<file path="src/rtl/up_pack_pkg.sv">
// Shared types and constants for the uplink frame packer.
package up_pack_pkg;

    typedef enum logic [2:0] {
        IDLE,
        HDR0,
        HDR1,
        SEQ,
        LEN,
        PAY,
        CHK
    } pack_state_t;

    localparam logic [15:0] HDR_DEFAULT    = 16'hAA55;
    localparam int          BYTE_W         = 8;
    localparam int          WORD_W         = 64;
    localparam int          BYTES_PER_WORD = 8;

    // Byte idx of a word, MSB byte first (idx 0 -> w[63:56]).
    function automatic logic [BYTE_W-1:0] word_byte(input logic [WORD_W-1:0] w,
                                                    input logic [2:0]        idx);
        return w[BYTE_W*(BYTES_PER_WORD-1-int'(idx)) +: BYTE_W];
    endfunction

endpackage

</file>
<file path="src/rtl/up_sync_fifo.sv">
// Show-ahead synchronous FIFO; exposes the head word and the word behind it
// so the packer can switch payload words without a bubble.
module up_sync_fifo #(
    parameter int DEPTH = 16,
    parameter int WIDTH = 64
) (
    input  logic                       rdclk,
    input  logic                       rst_n,
    input  logic                       push,
    input  logic [WIDTH-1:0]           push_data,
    input  logic                       pop,
    output logic [WIDTH-1:0]           head_data,
    output logic [WIDTH-1:0]           next_data,
    output logic                       full,
    output logic                       empty,
    output logic [$clog2(DEPTH):0]     count
);
    localparam int AW = $clog2(DEPTH);

    logic [WIDTH-1:0] mem [DEPTH];
    logic [AW-1:0]    wr_ptr_reg;
    logic [AW-1:0]    rd_ptr_reg;
    logic [AW-1:0]    rd_ptr_next;
    logic [AW:0]      count_reg;
    logic             push_ok;
    logic             pop_ok;

    assign push_ok     = push && !full;
    assign pop_ok      = pop && !empty;
    assign rd_ptr_next = rd_ptr_reg + 1'b1;

    assign full      = (count_reg == (AW+1)'(DEPTH));
    assign empty     = (count_reg == '0);
    assign count     = count_reg;
    assign head_data = mem[rd_ptr_reg];
    assign next_data = mem[rd_ptr_next];

    always_ff @(posedge rdclk) begin
        if (push_ok) begin
            mem[wr_ptr_reg] <= push_data;
        end
    end

    always_ff @(posedge rdclk or negedge rst_n) begin
        if (!rst_n) begin
            wr_ptr_reg <= '0;
            rd_ptr_reg <= '0;
            count_reg  <= '0;
        end else begin
            if (push_ok) wr_ptr_reg <= wr_ptr_reg + 1'b1;
            if (pop_ok)  rd_ptr_reg <= rd_ptr_next;
            case ({push_ok, pop_ok})
                2'b10:   count_reg <= count_reg + 1'b1;
                2'b01:   count_reg <= count_reg - 1'b1;
                default: count_reg <= count_reg;
            endcase
        end
    end

endmodule

</file>
<file path="src/rtl/up_frame_packer.sv">
// Packs polled 64-bit words into byte-serial HDR/SEQ/LEN/payload uplink frames.
// Build option UP_PACK_CHKSUM_EN appends a wrapping-sum CHK byte to each frame.
module up_frame_packer
    import up_pack_pkg::*;
#(
    parameter int          FIFO_DEPTH      = 16,
    parameter int          WORDS_PER_FRAME = 4,
    parameter int          TIMEOUT         = 1000,
    parameter logic [15:0] HDR             = HDR_DEFAULT
) (
    input  logic        rdclk,
    input  logic        rst_n,
    input  logic        data_valid,
    input  logic [63:0] up_data,
    input  logic        tx_ready,
    output logic        tx_valid,
    output logic [7:0]  tx_data,
    output logic        frame_busy,
    output logic        overflow,
    output logic [15:0] drop_cnt
);
    localparam int                CNT_W   = $clog2(FIFO_DEPTH) + 1;
    localparam int                TO_W    = $clog2(TIMEOUT);
    localparam logic [CNT_W-1:0]  WPF_C   = CNT_W'(WORDS_PER_FRAME);
    localparam logic [TO_W-1:0]   TO_LAST = TO_W'(TIMEOUT - 1);

    pack_state_t       state_reg;
    logic              tx_valid_reg;
    logic              frame_busy_reg;
    logic              overflow_reg;
    logic [7:0]        tx_data_reg;
    logic [7:0]        seq_reg;
    logic [7:0]        len_reg;
    logic [7:0]        word_idx_reg;
    logic [7:0]        chk_reg;
    logic [2:0]        byte_idx_reg;
    logic [15:0]       drop_cnt_reg;
    logic [TO_W-1:0]   to_cnt_reg;

    logic              fifo_full;
    logic              fifo_empty;
    logic [CNT_W-1:0]  fifo_count;
    logic [WORD_W-1:0] head_data;
    logic [WORD_W-1:0] next_data;
    logic              push_ok;
    logic              pop;
    logic              xfer;
    logic              last_word;
    logic              full_frame;

    assign push_ok    = data_valid && !fifo_full;
    assign xfer       = tx_valid_reg && tx_ready;
    assign last_word  = (word_idx_reg + 8'd1) == len_reg;
    assign pop        = (state_reg == PAY) && xfer && (byte_idx_reg == 3'd7);
    assign full_frame = (fifo_count >= WPF_C);

    assign tx_valid   = tx_valid_reg;
    assign tx_data    = tx_data_reg;
    assign frame_busy = frame_busy_reg;
    assign overflow   = overflow_reg;
    assign drop_cnt   = drop_cnt_reg;

    up_sync_fifo #(
        .DEPTH (FIFO_DEPTH),
        .WIDTH (WORD_W)
    ) u_fifo (
        .rdclk     (rdclk),
        .rst_n     (rst_n),
        .push      (push_ok),
        .push_data (up_data),
        .pop       (pop),
        .head_data (head_data),
        .next_data (next_data),
        .full      (fifo_full),
        .empty     (fifo_empty),
        .count     (fifo_count)
    );

    always_ff @(posedge rdclk or negedge rst_n) begin
        if (!rst_n) begin
            state_reg      <= IDLE;
            tx_valid_reg   <= 1'b0;
            tx_data_reg    <= 8'h00;
            frame_busy_reg <= 1'b0;
            overflow_reg   <= 1'b0;
            drop_cnt_reg   <= 16'h0000;
            seq_reg        <= 8'h00;
            len_reg        <= 8'h00;
            word_idx_reg   <= 8'h00;
            byte_idx_reg   <= 3'd0;
            chk_reg        <= 8'h00;
            to_cnt_reg     <= '0;
        end else begin
            if (data_valid && fifo_full) begin
                overflow_reg <= 1'b1;
                if (drop_cnt_reg != 16'hFFFF) drop_cnt_reg <= drop_cnt_reg + 16'd1;
            end

            case (state_reg)
                IDLE: begin
                    if (full_frame || (!fifo_empty && to_cnt_reg == TO_LAST)) begin
                        len_reg        <= full_frame ? 8'(WORDS_PER_FRAME) : 8'(fifo_count);
                        state_reg      <= HDR0;
                        tx_valid_reg   <= 1'b1;
                        frame_busy_reg <= 1'b1;
                        tx_data_reg    <= HDR[7:0];
                        to_cnt_reg     <= '0;
                    end else if (push_ok || fifo_empty) begin
                        to_cnt_reg <= '0;
                    end else begin
                        to_cnt_reg <= to_cnt_reg + 1'b1;
                    end
                end
                HDR0: if (xfer) begin
                    state_reg   <= HDR1;
                    tx_data_reg <= HDR[15:8];
                end
                HDR1: if (xfer) begin
                    state_reg   <= SEQ;
                    tx_data_reg <= seq_reg;
                end
                SEQ: if (xfer) begin
                    state_reg   <= LEN;
                    tx_data_reg <= len_reg;
                    chk_reg     <= tx_data_reg;
                end
                LEN: if (xfer) begin
                    state_reg    <= PAY;
                    tx_data_reg  <= word_byte(head_data, 3'd0);
                    chk_reg      <= chk_reg + tx_data_reg;
                    byte_idx_reg <= 3'd0;
                    word_idx_reg <= 8'h00;
                end
                PAY: if (xfer) begin
                    chk_reg      <= chk_reg + tx_data_reg;
                    byte_idx_reg <= byte_idx_reg + 3'd1;
                    if (byte_idx_reg != 3'd7) begin
                        tx_data_reg <= word_byte(head_data, byte_idx_reg + 3'd1);
                    end else if (!last_word) begin
                        // head is popped on this edge; next_data becomes the new head
                        word_idx_reg <= word_idx_reg + 8'd1;
                        tx_data_reg  <= word_byte(next_data, 3'd0);
                    end else begin
`ifdef UP_PACK_CHKSUM_EN
                        state_reg   <= CHK;
                        tx_data_reg <= chk_reg + tx_data_reg;
`else
                        state_reg      <= IDLE;
                        tx_valid_reg   <= 1'b0;
                        frame_busy_reg <= 1'b0;
                        seq_reg        <= seq_reg + 8'd1;
`endif
                    end
                end
`ifdef UP_PACK_CHKSUM_EN
                CHK: if (xfer) begin
                    state_reg      <= IDLE;
                    tx_valid_reg   <= 1'b0;
                    frame_busy_reg <= 1'b0;
                    seq_reg        <= seq_reg + 8'd1;
                end
`endif
                default: begin
                    state_reg      <= IDLE;
                    tx_valid_reg   <= 1'b0;
                    frame_busy_reg <= 1'b0;
                end
            endcase
        end
    end

endmodule

</file>
<file path="config.mk">
export PLATFORM = sky130hd
export DESIGN_NAME = up_frame_packer
export DESIGN_NICKNAME = d
export VERILOG_FILES = /design/src/rtl/up_pack_pkg.sv /design/src/rtl/up_sync_fifo.sv /design/src/rtl/up_frame_packer.sv
export SDC_FILE = /design/constraint.sdc
export NUM_CORES = 1
export LEC_CHECK = 0
export CORE_MARGIN = 2
export CORE_UTILIZATION = 60
export CTS_CLUSTER_DIAMETER = 200
export DETAILED_ROUTE_END_ITERATION = 10
export PLACE_DENSITY = 0.73
export SETUP_SLACK_MARGIN = 0.15
export SLEW_MARGIN = 10
export SYNTH_ARGS = -nofsm -noshare
export SYNTH_HDL_FRONTEND = slang
export SYNTH_SLANG_ARGS = --single-unit
export TNS_END_PERCENT = 50
</file>
<file path="constraint.sdc">
create_clock -name rdclk -period 8.1 [get_ports rdclk]
set_input_delay 1.215 -clock rdclk [delete_from_list [all_inputs] [get_ports rdclk]]
set_output_delay 1.215 -clock rdclk [all_outputs]
set_load 0.02 [all_outputs]
</file>
==> results of run 1 <==
-- how the worst min path moves through the flow --
stage,from,end,slack [ps],cells after the start
2_1_floorplan,seq_reg[7]$_DFFE_PN0P_,seq_reg[7]$_DFFE_PN0P_,450,1
3_3_place_gp,overflow$_DFFE_PN0P_,overflow$_DFFE_PN0P_,470,1
3_5_place_dp,seq_reg[7]$_DFFE_PN0P_,seq_reg[7]$_DFFE_PN0P_,470,1
4_1_cts,rst_n,seq_reg[7]$_DFFE_PN0P_,310,1
5_1_grt,rst_n,seq_reg[7]$_DFFE_PN0P_,330,1
6_report,rst_n,seq_reg[7]$_DFFE_PN0P_,350,1
-- per-layer routing --
layer	vias to the layer above	GRT usage	routed length [um]
li1	9458	-	-
met1	12000	0.382	40200
met2	1124	0.444	50600
met3	201	0.0555	8960
met4	0	0.0820	2880
met5	-	0	0
-- placed cells by master (no fill, tap or decap), types with 11 or more instances in the layout --
cell,n
clkinv_1,27
nor2_1,47
buf_4,42
nor3_1,23
nand2b_1,15
a22oi_1,34
a21oi_1,35
mux4_2,292
xnor2_1,30
edfxtp_1,1024
mux2_2,14
clkbuf_1,25
clkinv_2,24
clkdlybuf4s50_1,93
xor2_1,14
mux2i_1,60
nand4_1,14
dfrtp_1,71
a31oi_1,11
a211oi_1,19
nor2_4,12
o21ai_0,51
clkbuf_16,111
inv_1,19
ha_1,15
nor2b_1,25
nand2_1,91
nand3_1,30
-- worst max-delay path: stages --
cell and delay [ps]:
clkdlybuf4s50_1 510, a21boi_1 770, nand2_1 440, nor2_4 1050
buf_4 720
-- layout make-up --
type,instances,area [um2],share of cell area
clock buffer,140,2930,0.0586
sequential,1100,32700,0.654
inverter,20,75.1,0.00150
multi-input combinational,968,11200,0.224
antenna,2,5.00,0.000100
tap,959,1200,0.0240
clock inverter,65,546,0.0109
timing repair buffer,139,1330,0.0266
-- cells by family (layout without fill, tap and decap cells) --
group / Yosys count / count (layout)
DFF: 1100 / 1100
muxes: 366 / 366
and+or+nand+nor: 303 / 303
AOI/OAI and AO/OA: 238 / 238
buffers and inverters: 138 / 364
xor gates and xnor gates: 44 / 44
adders and majority gates: 17 / 17
other: 0 / 2
-- power groups by stage --
stage               Sequential, mW  Clock (mW)  Combinational (mW)
floorplan                     7.13           0                1.17
global placement              7.15           0                1.96
detailed placement            7.19           0                2.00
CTS                           7.08        4.92                2.01
global route                  7.13        5.13                2.16
finish                        7.09        4.86                2.03
==> results by group, run 1 <==
Floorplan
  • Die X-Extent: 276 um
  • Die Ht: 276 um
  • Starting Density: 0.607
  • Core ar.: 73,200 um2
  • Boundary Pins: 95
  • Full die area: 76,300 um2
  • # rows: 99

Power and ir drop
  • Switching power: 3.74 mW
  • Int Power: 10.2 mW
  • Power Density: 280 nW/um2
  • Combinational share of power: 0.145
  • Sw Share: 0.268
  • Pwr Total: 14.0 mW
  • Flop pwr share: 0.507
  • Peak VDD IR: 0.192 mV
  • LEAKAGE: 15.9 nW
  • Clock power share: 0.348

Synth
  • Post-synth ARST share: 0.0691
  • Ranking of synthesized cells by area: edfxtp_1, mux4_2, dfrtp_1
  • Mapped Area: 44,400 um2
  • Number of flops mapped to enable cells by yosys: 1,024
  • Dominant cell by count in the synthesized netlist: edfxtp_1
  • Simple-gate share of the synthesized area: 0.0333
  • Post-synthesis mux area share: 0.165
  • Seq/Total Area, Yosys: 0.735
  • Synth Flop Type: edfxtp_1
  • Yosys warning count: 0
  • Syn Area/Cell: 20.1 um2
  • Post-synthesis cell count: 2,206
  • Synth Area in Adders: 0.00495
  • Syn nets: 2,291
  • Post-synth top cells: edfxtp_1, mux4_2, nand2_1
  • Cell taking the most area after synthesis: edfxtp_1
  • Post-synthesis xor/xnor area fraction: 0.00867
  • Main combinational cell family by area after synthesis: multiplexers
  • Flops & latches, synth: 1,100
  • Post-synthesis compound-gate area fraction: 0.0370
  • Share of Yosys cell area claimed by the top area cell type: 0.692
  • Synth unique cells: 72

Layout
  • Layout Cells excl Fill: 3,393
  • Final #Nets: 2,422
  • Fillers: 4,480
  • Core Util, Final: 0.682
  • Layout cells sized above 1: 0.221
  • Area delta synth->final: 12.3%
  • Max FFs per register: 1,024
  • Final std cell area, no fill: 49,900 um2

STA
  • Final setup vio count: 0
  • Max-slew violation count: 0
  • Worst-Margin Slew: 1230 ps
  • Tcrit/Tclk final: 0.549
  • Final hold slack: 346 ps
  • Setup TNS: 0 ps
  • Fin worst setup slack: 3650 ps
  • Layout Skew: 23.7 ps
  • Max_slew headroom: 0.180
  • RSZ-0062 raised after global routing: false
  • Top achievable clock speed: 225 MHz
  • Min Tclk post-route: 4450 ps
  • Final Hold Vio Count: 0

GRT
  • Global-route wire length before repair: 153 mm
  • Pin count of the biggest net entering global routing: 118
  • Gr usage total: 0.273
  • Initial antenna violation count: 0
  • Vias in the first global route: 23,600
  • Final global-route overflow total: 0

CTS
  • Clk slew on worst S/H paths: 60 ps
  • Clk buf depth: 3
  • Worst skew pair latency: 680 ps
  • CTS resizes: 0
  • Postcts setup bufs: 0
  • TritonCTS buffer count: 108
  • Hold Buf Count CTS: 0
  • Sinks on the clock net: 1,100
  • CTS tree: yes
  • H-tree depth reported by CTS: 3
  • CTS root buffer: clkbuf_16

Setup path
  • CP endpoint: u_fifo.mem[12][19]$_DFFE_PP_
  • Worst r2r src: u_fifo.rd_ptr_reg[0]$_DFFE_PN0P_
  • CP Launch Point: data_valid
  • R2R Setup Slk: 3740 ps
  • Worst setup EP type: flip-flop
  • Crit-path max FO: 39
  • Critical R2R Capture: tx_data[5]$_DFFE_PN0P_
  • Crit path kind: in2reg
  • Startpoint Class: input port
  • Worst-case reg-to-reg path depth: 7
  • CP arrival: 4740 ps
  • WP data required: 8390 ps

Placed design
  • Cells after DPL: 3,186
  • Post-DP HPWL: 58.2 mm
  • DP Worst Slack: 3060 ps
  • Area after DPL: 46,400 um2
  • RePlAce Congestion: 0.839
  • IO Port Bufs: 94

Routing
  • Detailed Route Iter0 Violations: 2,678
  • Wire length per cell: 30.3 um
  • Residual DRC: 0
  • Drt total wl: 103 mm
  • Via density: 6.72
  • Antenna-violating nets left: 0
  • Via count: 22,800
  • DRT Pass-1 Iters: 5

Worst hold path
  • Hold crit path type: in2async

Outcome
  • Status: finished clean

Flow run
  • Max-cap violations: 0
Power figures use the tool's default switching activity.
==> run 2, diff against run 1 <==
--- a/config.mk
+++ b/config.mk
@@ -6,10 +6,10 @@
 export NUM_CORES = 1
 export LEC_CHECK = 0
 export CORE_MARGIN = 2
-export CORE_UTILIZATION = 60
+export CORE_UTILIZATION = 56
 export CTS_CLUSTER_DIAMETER = 200
 export DETAILED_ROUTE_END_ITERATION = 10
-export PLACE_DENSITY = 0.73
+export PLACE_DENSITY = 0.72
 export SETUP_SLACK_MARGIN = 0.15
 export SLEW_MARGIN = 10
 export SYNTH_ARGS = -nofsm -noshare
==> constraint.sdc (replaced) <==
create_clock -name rdclk -period 3.9 [get_ports rdclk]
set_input_delay 0.585 -clock rdclk [delete_from_list [all_inputs] [get_ports rdclk]]
set_output_delay 0.585 -clock rdclk [all_outputs]
set_load 0.02 [all_outputs]
==> run 2 against run 1 <==
Via count up 1.6%. Critical endpoint is now tx_data[7]$_DFFE_PN0P_. First-iteration DRC count up 7.3%. Hold slack better by 140 ps.
==> results by group, run 2 (same netlist as run 1, synthesis figures left out) <==
Outcome
  • Status: finished clean

Setup path
  • Cell family with the largest share of critical-path delay: compound AO/OA/AOI/OAI gates
  • Worst-case reg-to-reg path depth: 7 (unchanged)
  • Slowest-stage cell, CP: a2111oi_0
  • Worst path max stage delay: 1030 ps (-20 ps)
  • R2R Setup Slk: 300 ps (-3440 ps)
  • Crit-path max FO: 32 (-18%)
  • CP cell instances: buf_4 -> mux4_2 -> mux2i_1 -> o211ai_1 -> a2111oi_0 -> o311a_1 -> o41ai_1
  • Startpoint Class: flip-flop
  • WP data required: 4430 ps (-3960 ps)
  • Worst r2r src: u_fifo.rd_ptr_reg[2]$_DFFE_PN0P_
  • Crit path kind: reg2reg
  • CP arrival: 4130 ps (-610 ps)
  • Worst setup EP type: flip-flop
  • Worst path bufs/invs: 1 (-1)
  • Critical R2R Capture: tx_data[7]$_DFFE_PN0P_

Worst hold path
  • Hold crit path type: reg2reg
  • Hold endpoint: seq_reg[7]$_DFFE_PN0P_
  • Hold_sp: seq_reg[7]$_DFFE_PN0P_
  • Hold path cells: 1

Floorplan
  • # rows: 103 (+4.0%)
  • Full die area: 81,600 um2 (+7.0%)
  • Boundary Pins: 95 (unchanged)
  • Die X-Extent: 286 um (+3.5%)
  • Starting Density: 0.564 (-0.0427)
  • Die Ht: 286 um (+3.5%)
  • Core ar.: 78,700 um2 (+7.6%)

CTS
  • Clk slew on worst S/H paths: 60 ps (about the same)
  • TritonCTS buffer count: 109 (+0.93%)
  • Postcts setup bufs: 0 (unchanged)
  • CTS tree: yes
  • CTS root buffer: clkbuf_16
  • Worst skew pair latency: 680 ps (about the same)
  • Sinks on the clock net: 1,100 (unchanged)
  • Clk buf depth: 3 (unchanged)
  • H-tree depth reported by CTS: 3 (unchanged)

Layout
  • Max FFs per register: 1,024 (unchanged)
  • Final #Nets: 2,476 (+2.2%)
  • Commonest non-fill, non-tap cell in the layout: edfxtp_1
  • Final std cell area, no fill: 51,200 um2 (+2.5%)
  • Area delta synth->final: 15.1%
  • Layout cells sized above 1: 0.242 (+0.0216)
  • Core Util, Final: 0.650 (-0.0323)
  • Most frequent cells in the layout: edfxtp_1, mux4_2, clkbuf_16

GRT
  • Final global-route overflow total: 0 (unchanged)
  • Initial antenna violation count: 3 (+3)
  • Global-route wire length before repair: 159 mm (+3.3%)
  • Gr usage total: 0.266 (-0.00747)
  • Pin count of the biggest net entering global routing: 70 (-41%)
  • Vias in the first global route: 23,700 (+0.56%)

Routing
  • Antenna-violating nets left: 0 (unchanged)
  • Via count: 23,200 (+1.6%)
  • Via density: 6.56 (-2.5%)
  • DRT Pass-1 Iters: 5 (unchanged)
  • Residual DRC: 0 (unchanged)
  • Detailed Route Iter0 Violations: 2,874 (+7.3%)
  • Drt total wl: 106 mm (+3.3%)
  • Wire length per cell: 30.0 um (-0.82%)

STA
  • Tcrit/Tclk final: 0.924
  • Final setup vio count: 0 (unchanged)
  • Max_slew headroom: 0.202 (+0.0219)
  • Setup TNS: 0 ps (unchanged)
  • Worst-Margin Slew: 1170 ps (-60.0 ps)
  • Max-slew violation count: 0 (unchanged)
  • Min Tclk post-route: 3600 ps
  • Final Hold Vio Count: 0 (unchanged)
  • Layout Skew: 28.8 ps (+5.13 ps)
  • Top achievable clock speed: 278 MHz
  • Final hold slack: 482 ps (+136 ps)
  • RSZ-0062 raised after global routing: false

Placed design
  • Post-DP HPWL: 62.1 mm (+6.7%)
  • RePlAce Congestion: 0.890 (+6.1%)
  • Area after DPL: 47,500 um2 (+2.2%)
  • IO Port Bufs: 94 (unchanged)

Power and ir drop
  • Pwr Total: 29.9 mW (+110%)
  • Power Density: 584 nW/um2 (+110%)
  • LEAKAGE: 16.4 nW (+3.0%)
  • Peak VDD IR: 0.366 mV (+91%)

Flow run
  • Max-cap violations: 0 (unchanged)
run 2: layout make-up:
class / count / area (um2)
Sequential cell: 1100 / 32700
Fill cell: 5035 / 27600
Multi-Input combinational cell: 968 / 11200
Clock buffer: 128 / 2890
Timing Repair Buffer: 192 / 2240
Tap cell: 1050 / 1310
Clock inverter: 75 / 764
Inverter: 20 / 75.1
Antenna cell: 2 / 5.00
run 2: worst max path at each step:
stage	start	end	slack, ps	cells past startpoint
after floorplan	data_valid	u_fifo.mem[15][0]$_DFFE_PP_	-560	3
after global placement	u_fifo.rd_ptr_reg[2]$_DFFE_PN0P_	tx_data[1]$_DFFE_PN0P_	260	6
after detailed placement	u_fifo.rd_ptr_reg[2]$_DFFE_PN0P_	tx_data[1]$_DFFE_PN0P_	310	6
after CTS	u_fifo.rd_ptr_reg[2]$_DFFE_PN0P_	tx_data[1]$_DFFE_PN0P_	250	6
after global routing	u_fifo.rd_ptr_reg[2]$_DFFE_PN0P_	tx_data[7]$_DFFE_PN0P_	210	7
final	u_fifo.rd_ptr_reg[2]$_DFFE_PN0P_	tx_data[7]$_DFFE_PN0P_	300	7
run 2: power breakdown:
part           internal, mW  leakage [nW]  switching [mW]  total (mW)
combinational          1.57          4.34            3.02        4.59
sequential             14.2          10.3           0.468        14.6
clock                  6.22          1.78            4.41        10.6
run 2: what timing repair did:
item	CTS	global route
resized for setup	0	1
endpoints found under the hold margin	51	0
setup endpoints to repair	0	1
hold buffers	1	0
run 2: per-stage QoR:
step / worst slack, ps / std cells
after global routing: 212 / 3533
after global placement: 263 / 3329
after detailed placement: 306 / 3329
final: 297 / 3535
after CTS: 250 / 3533
after floorplan: -555 / 2206
run 2: per-layer routing:
layer  share of wire  wire [um]  vias up  track usage
li1                -          -     9558            -
met2            0.48      51200     1233        0.420
met4           0.028       2940        6       0.0829
met1            0.39      41700    12200        0.379
met5         0.00039         41        -            0
met3           0.096      10200      195       0.0567
==> run 3, diff against run 2 <==
--- a/config.mk
+++ b/config.mk
@@ -6,13 +6,14 @@
 export NUM_CORES = 1
 export LEC_CHECK = 0
 export CORE_MARGIN = 2
-export CORE_UTILIZATION = 56
+export CORE_UTILIZATION = 57
 export CTS_CLUSTER_DIAMETER = 200
 export DETAILED_ROUTE_END_ITERATION = 10
-export PLACE_DENSITY = 0.72
+export PLACE_DENSITY = 0.73
 export SETUP_SLACK_MARGIN = 0.15
 export SLEW_MARGIN = 10
 export SYNTH_ARGS = -nofsm -noshare
 export SYNTH_HDL_FRONTEND = slang
+export SYNTH_HIERARCHICAL = 1
 export SYNTH_SLANG_ARGS = --single-unit
 export TNS_END_PERCENT = 50
==> run 3 against run 2 <==
Die area shrank 1.3%. Clock power is essentially flat. Routed wire length shrank 2.6%. Non-clock buffer count grew 12. Area after synthesis grew 0.44%. Register-to-register slack gained 150 ps. Sequential power is essentially flat. Cell area grew 0.19%. Via count shrank 2.7%. Hold slack lost 390 ps. Critical path type unchanged. Critical endpoint is now tx_data[2]$_DFFE_PN0P_. Highest routed layer unchanged.
==> results by group, run 3 <==
GRT
  • Pin count of the biggest net entering global routing: 77 (+10%)
  • Final global-route overflow total: 0 (unchanged)
  • Gr usage total: 0.261 (-0.00528)
  • Global-route wire length before repair: 154 mm (-3.0%)
  • Busiest layer in global routing: met2
  • Met1 Use GR: 0.359 (-0.0190)
  • Met2 Use GR: 0.433 (+0.0132)
  • Vias in the first global route: 23,300 (-1.8%)
  • Initial antenna violation count: 9 (+6)
  • GR Layer Usage met3: 0.0414 (-0.0153)

Layout
  • Area of the multi-input gates: 11,200 um2 (-0.10%)
  • Final std cell area, no fill: 51,300 um2 (+0.19%)
  • Layout cells sized above 1: 0.263 (+0.0206)
  • Area delta synth->final: 14.8%
  • Seq. cell area: 32,700 um2 (about the same)
  • Final #Nets: 2,425 (-2.1%)
  • Most frequent cells in the layout: edfxtp_1, mux4_2, clkbuf_16
  • Max FFs per register: 1,024 (unchanged)
  • Commonest non-fill, non-tap cell in the layout: edfxtp_1
  • Fillers: 4,950 (-1.7%)

STA
  • Tcrit/Tclk final: 0.885 (-0.0385)
  • Max-slew violation count: 0 (unchanged)
  • Max_slew headroom: 0.341 (+0.139)
  • Final Hold Vio Count: 0 (unchanged)
  • RSZ-0062 raised after global routing: false
  • Final setup vio count: 0 (unchanged)
  • Final hold slack: 92.7 ps (-389 ps)
  • Top achievable clock speed: 290 MHz (+4.4%)
  • Layout Skew: 20.9 ps (-7.96 ps)
  • Worst-Margin Slew: 988 ps (-178 ps)
  • Min Tclk post-route: 3450 ps (-150 ps)

Synth
  • Post-synthesis cell count: 2,166 (-1.8%)
  • Yosys warning count: 6 (+6)
  • Mapped Area: 44,600 um2 (+0.44%)
  • Syn Area/Cell: 20.6 um2 (+2.3%)
  • Syn nets: 2,250 (-1.8%)

Routing
  • Detailed Route Iter0 Violations: 2,504 (-13%)
  • Via density: 6.48 (-1.2%)
  • Residual DRC: 0 (unchanged)
  • Wire length per cell: 29.7 um (-1.1%)
  • Drt total wl: 103 mm (-2.6%)
  • DRT Pass-1 Iters: 5 (unchanged)
  • Via count: 22,500 (-2.7%)
  • Antenna-violating nets left: 0 (unchanged)

Setup path
  • Worst setup EP type: flip-flop
  • Crit path kind: reg2reg
  • Worst-case reg-to-reg path depth: 8 (+1)
  • Startpoint Class: flip-flop
  • CP arrival: 4000 ps (-130 ps)
  • Critical R2R Capture: tx_data[2]$_DFFE_PN0P_
  • Crit-path max FO: 36 (+13%)
  • WP data required: 4440 ps (about the same)
  • R2R Setup Slk: 450 ps (+150 ps)
  • Worst r2r src: u_fifo/rd_ptr_reg[2]$_DFFE_PN0P_

Floorplan
  • Die X-Extent: 284 um (-0.66%)
  • Die Ht: 284 um (-0.66%)
  • Boundary Pins: 95 (unchanged)
  • # rows: 102 (-0.97%)
  • Starting Density: 0.576 (+0.0118)
  • Full die area: 80,600 um2 (-1.3%)
  • Core ar.: 77,500 um2 (-1.6%)

CTS
  • Postcts setup bufs: 0 (unchanged)
  • CTS root buffer: clkbuf_16
  • Hold Buf Count CTS: 0 (-1)
  • Worst skew pair latency: 660 ps (-20 ps)
  • Clk buf depth: 3 (unchanged)
  • CTS resizes: 0 (unchanged)
  • TritonCTS buffer count: 109 (unchanged)
  • Clk slew on worst S/H paths: 60 ps (about the same)
  • CTS tree: yes
  • Sinks on the clock net: 1,100 (unchanged)
  • H-tree depth reported by CTS: 3 (unchanged)

Power and ir drop
  • Peak VDD IR: 0.569 mV (+55%)
  • LEAKAGE: 16.1 nW (-1.5%)
  • Power Density: 565 nW/um2 (-3.2%)

Placed design
  • Area after DPL: 47,600 um2 (+0.16%)
  • IO Port Bufs: 94 (unchanged)
  • Post-DP HPWL: 57.3 mm (-7.8%)
  • RePlAce Congestion: 0.834 (-6.3%)

Flow run
  • Max-cap violations: 0 (unchanged)

Outcome
  • Status: finished clean

Worst hold path
  • Hold crit path type: in2async
==> run 3: cell type report <==
cell class / count / share of cell area
tap: 1040 / 0.0254
clock inverter: 75 / 0.0157
timing repair buffer: 204 / 0.0439
clock buffer: 132 / 0.0561
multi-input combinational: 885 / 0.218
inverter: 41 / 0.00300
antenna: 3 / 0.000146
sequential: 1100 / 0.637
==> run 3: worst max-delay path, stage by stage, from the launching register on <==
cell     delay (ps)
dfrtp_4         540
buf_12          290
buf_4           250
mux4_2          530
mux4_2          550
mux4_2          520
o22ai_1         240
o21ai_0         120
mux2_2          270
==> run 3: stage by stage <==
stage,cells,setup WS [ps],setup TNS (ps),total power [mW],util
after floorplan,2166,-567,-452400,16.8,-
after global placement,3270,190,0,18.3,0.614
after detailed placement,3270,148,0,18.5,0.614
after CTS,3477,423,0,29.1,0.662
after global routing,3478,304,0,29.9,0.662
final,3480,447,0,29.0,0.662
==> run 3: how the worst max path moves through the flow <==
stage / from / end / slack [ps]
5_1_grt: u_fifo/rd_ptr_reg[1]$_DFFE_PN0P_ / tx_data[5]$_DFFE_PN0P_ / 300
3_3_place_gp: tx_ready / u_fifo/count[4]$_DFFE_PN0P_ / 190
3_5_place_dp: tx_ready / u_fifo/count[4]$_DFFE_PN0P_ / 150
4_1_cts: u_fifo/rd_ptr_reg[1]$_DFFE_PN0P_ / tx_data[5]$_DFFE_PN0P_ / 420
2_1_floorplan: data_valid / u_fifo/mem[7][0]$_DFFE_PP_ / -570
6_report: u_fifo/rd_ptr_reg[2]$_DFFE_PN0P_ / tx_data[2]$_DFFE_PN0P_ / 450
==> run 3: power breakdown <==
group          internal, mW  leakage, nW  switching (mW)
clock network          6.31         1.79            4.35
registers              14.2         10.2           0.454
logic                  1.34         4.10            2.33
==> run 3: per-layer routing <==
| layer | vias up | part of all wire |
|---|---|---|
| li1 | 9334 | - |
| met3 | 183 | 0.077 |
| met2 | 1027 | 0.50 |
| met1 | 12000 | 0.39 |
| met4 | 4 | 0.029 |
| met5 | - | 0.00023 |
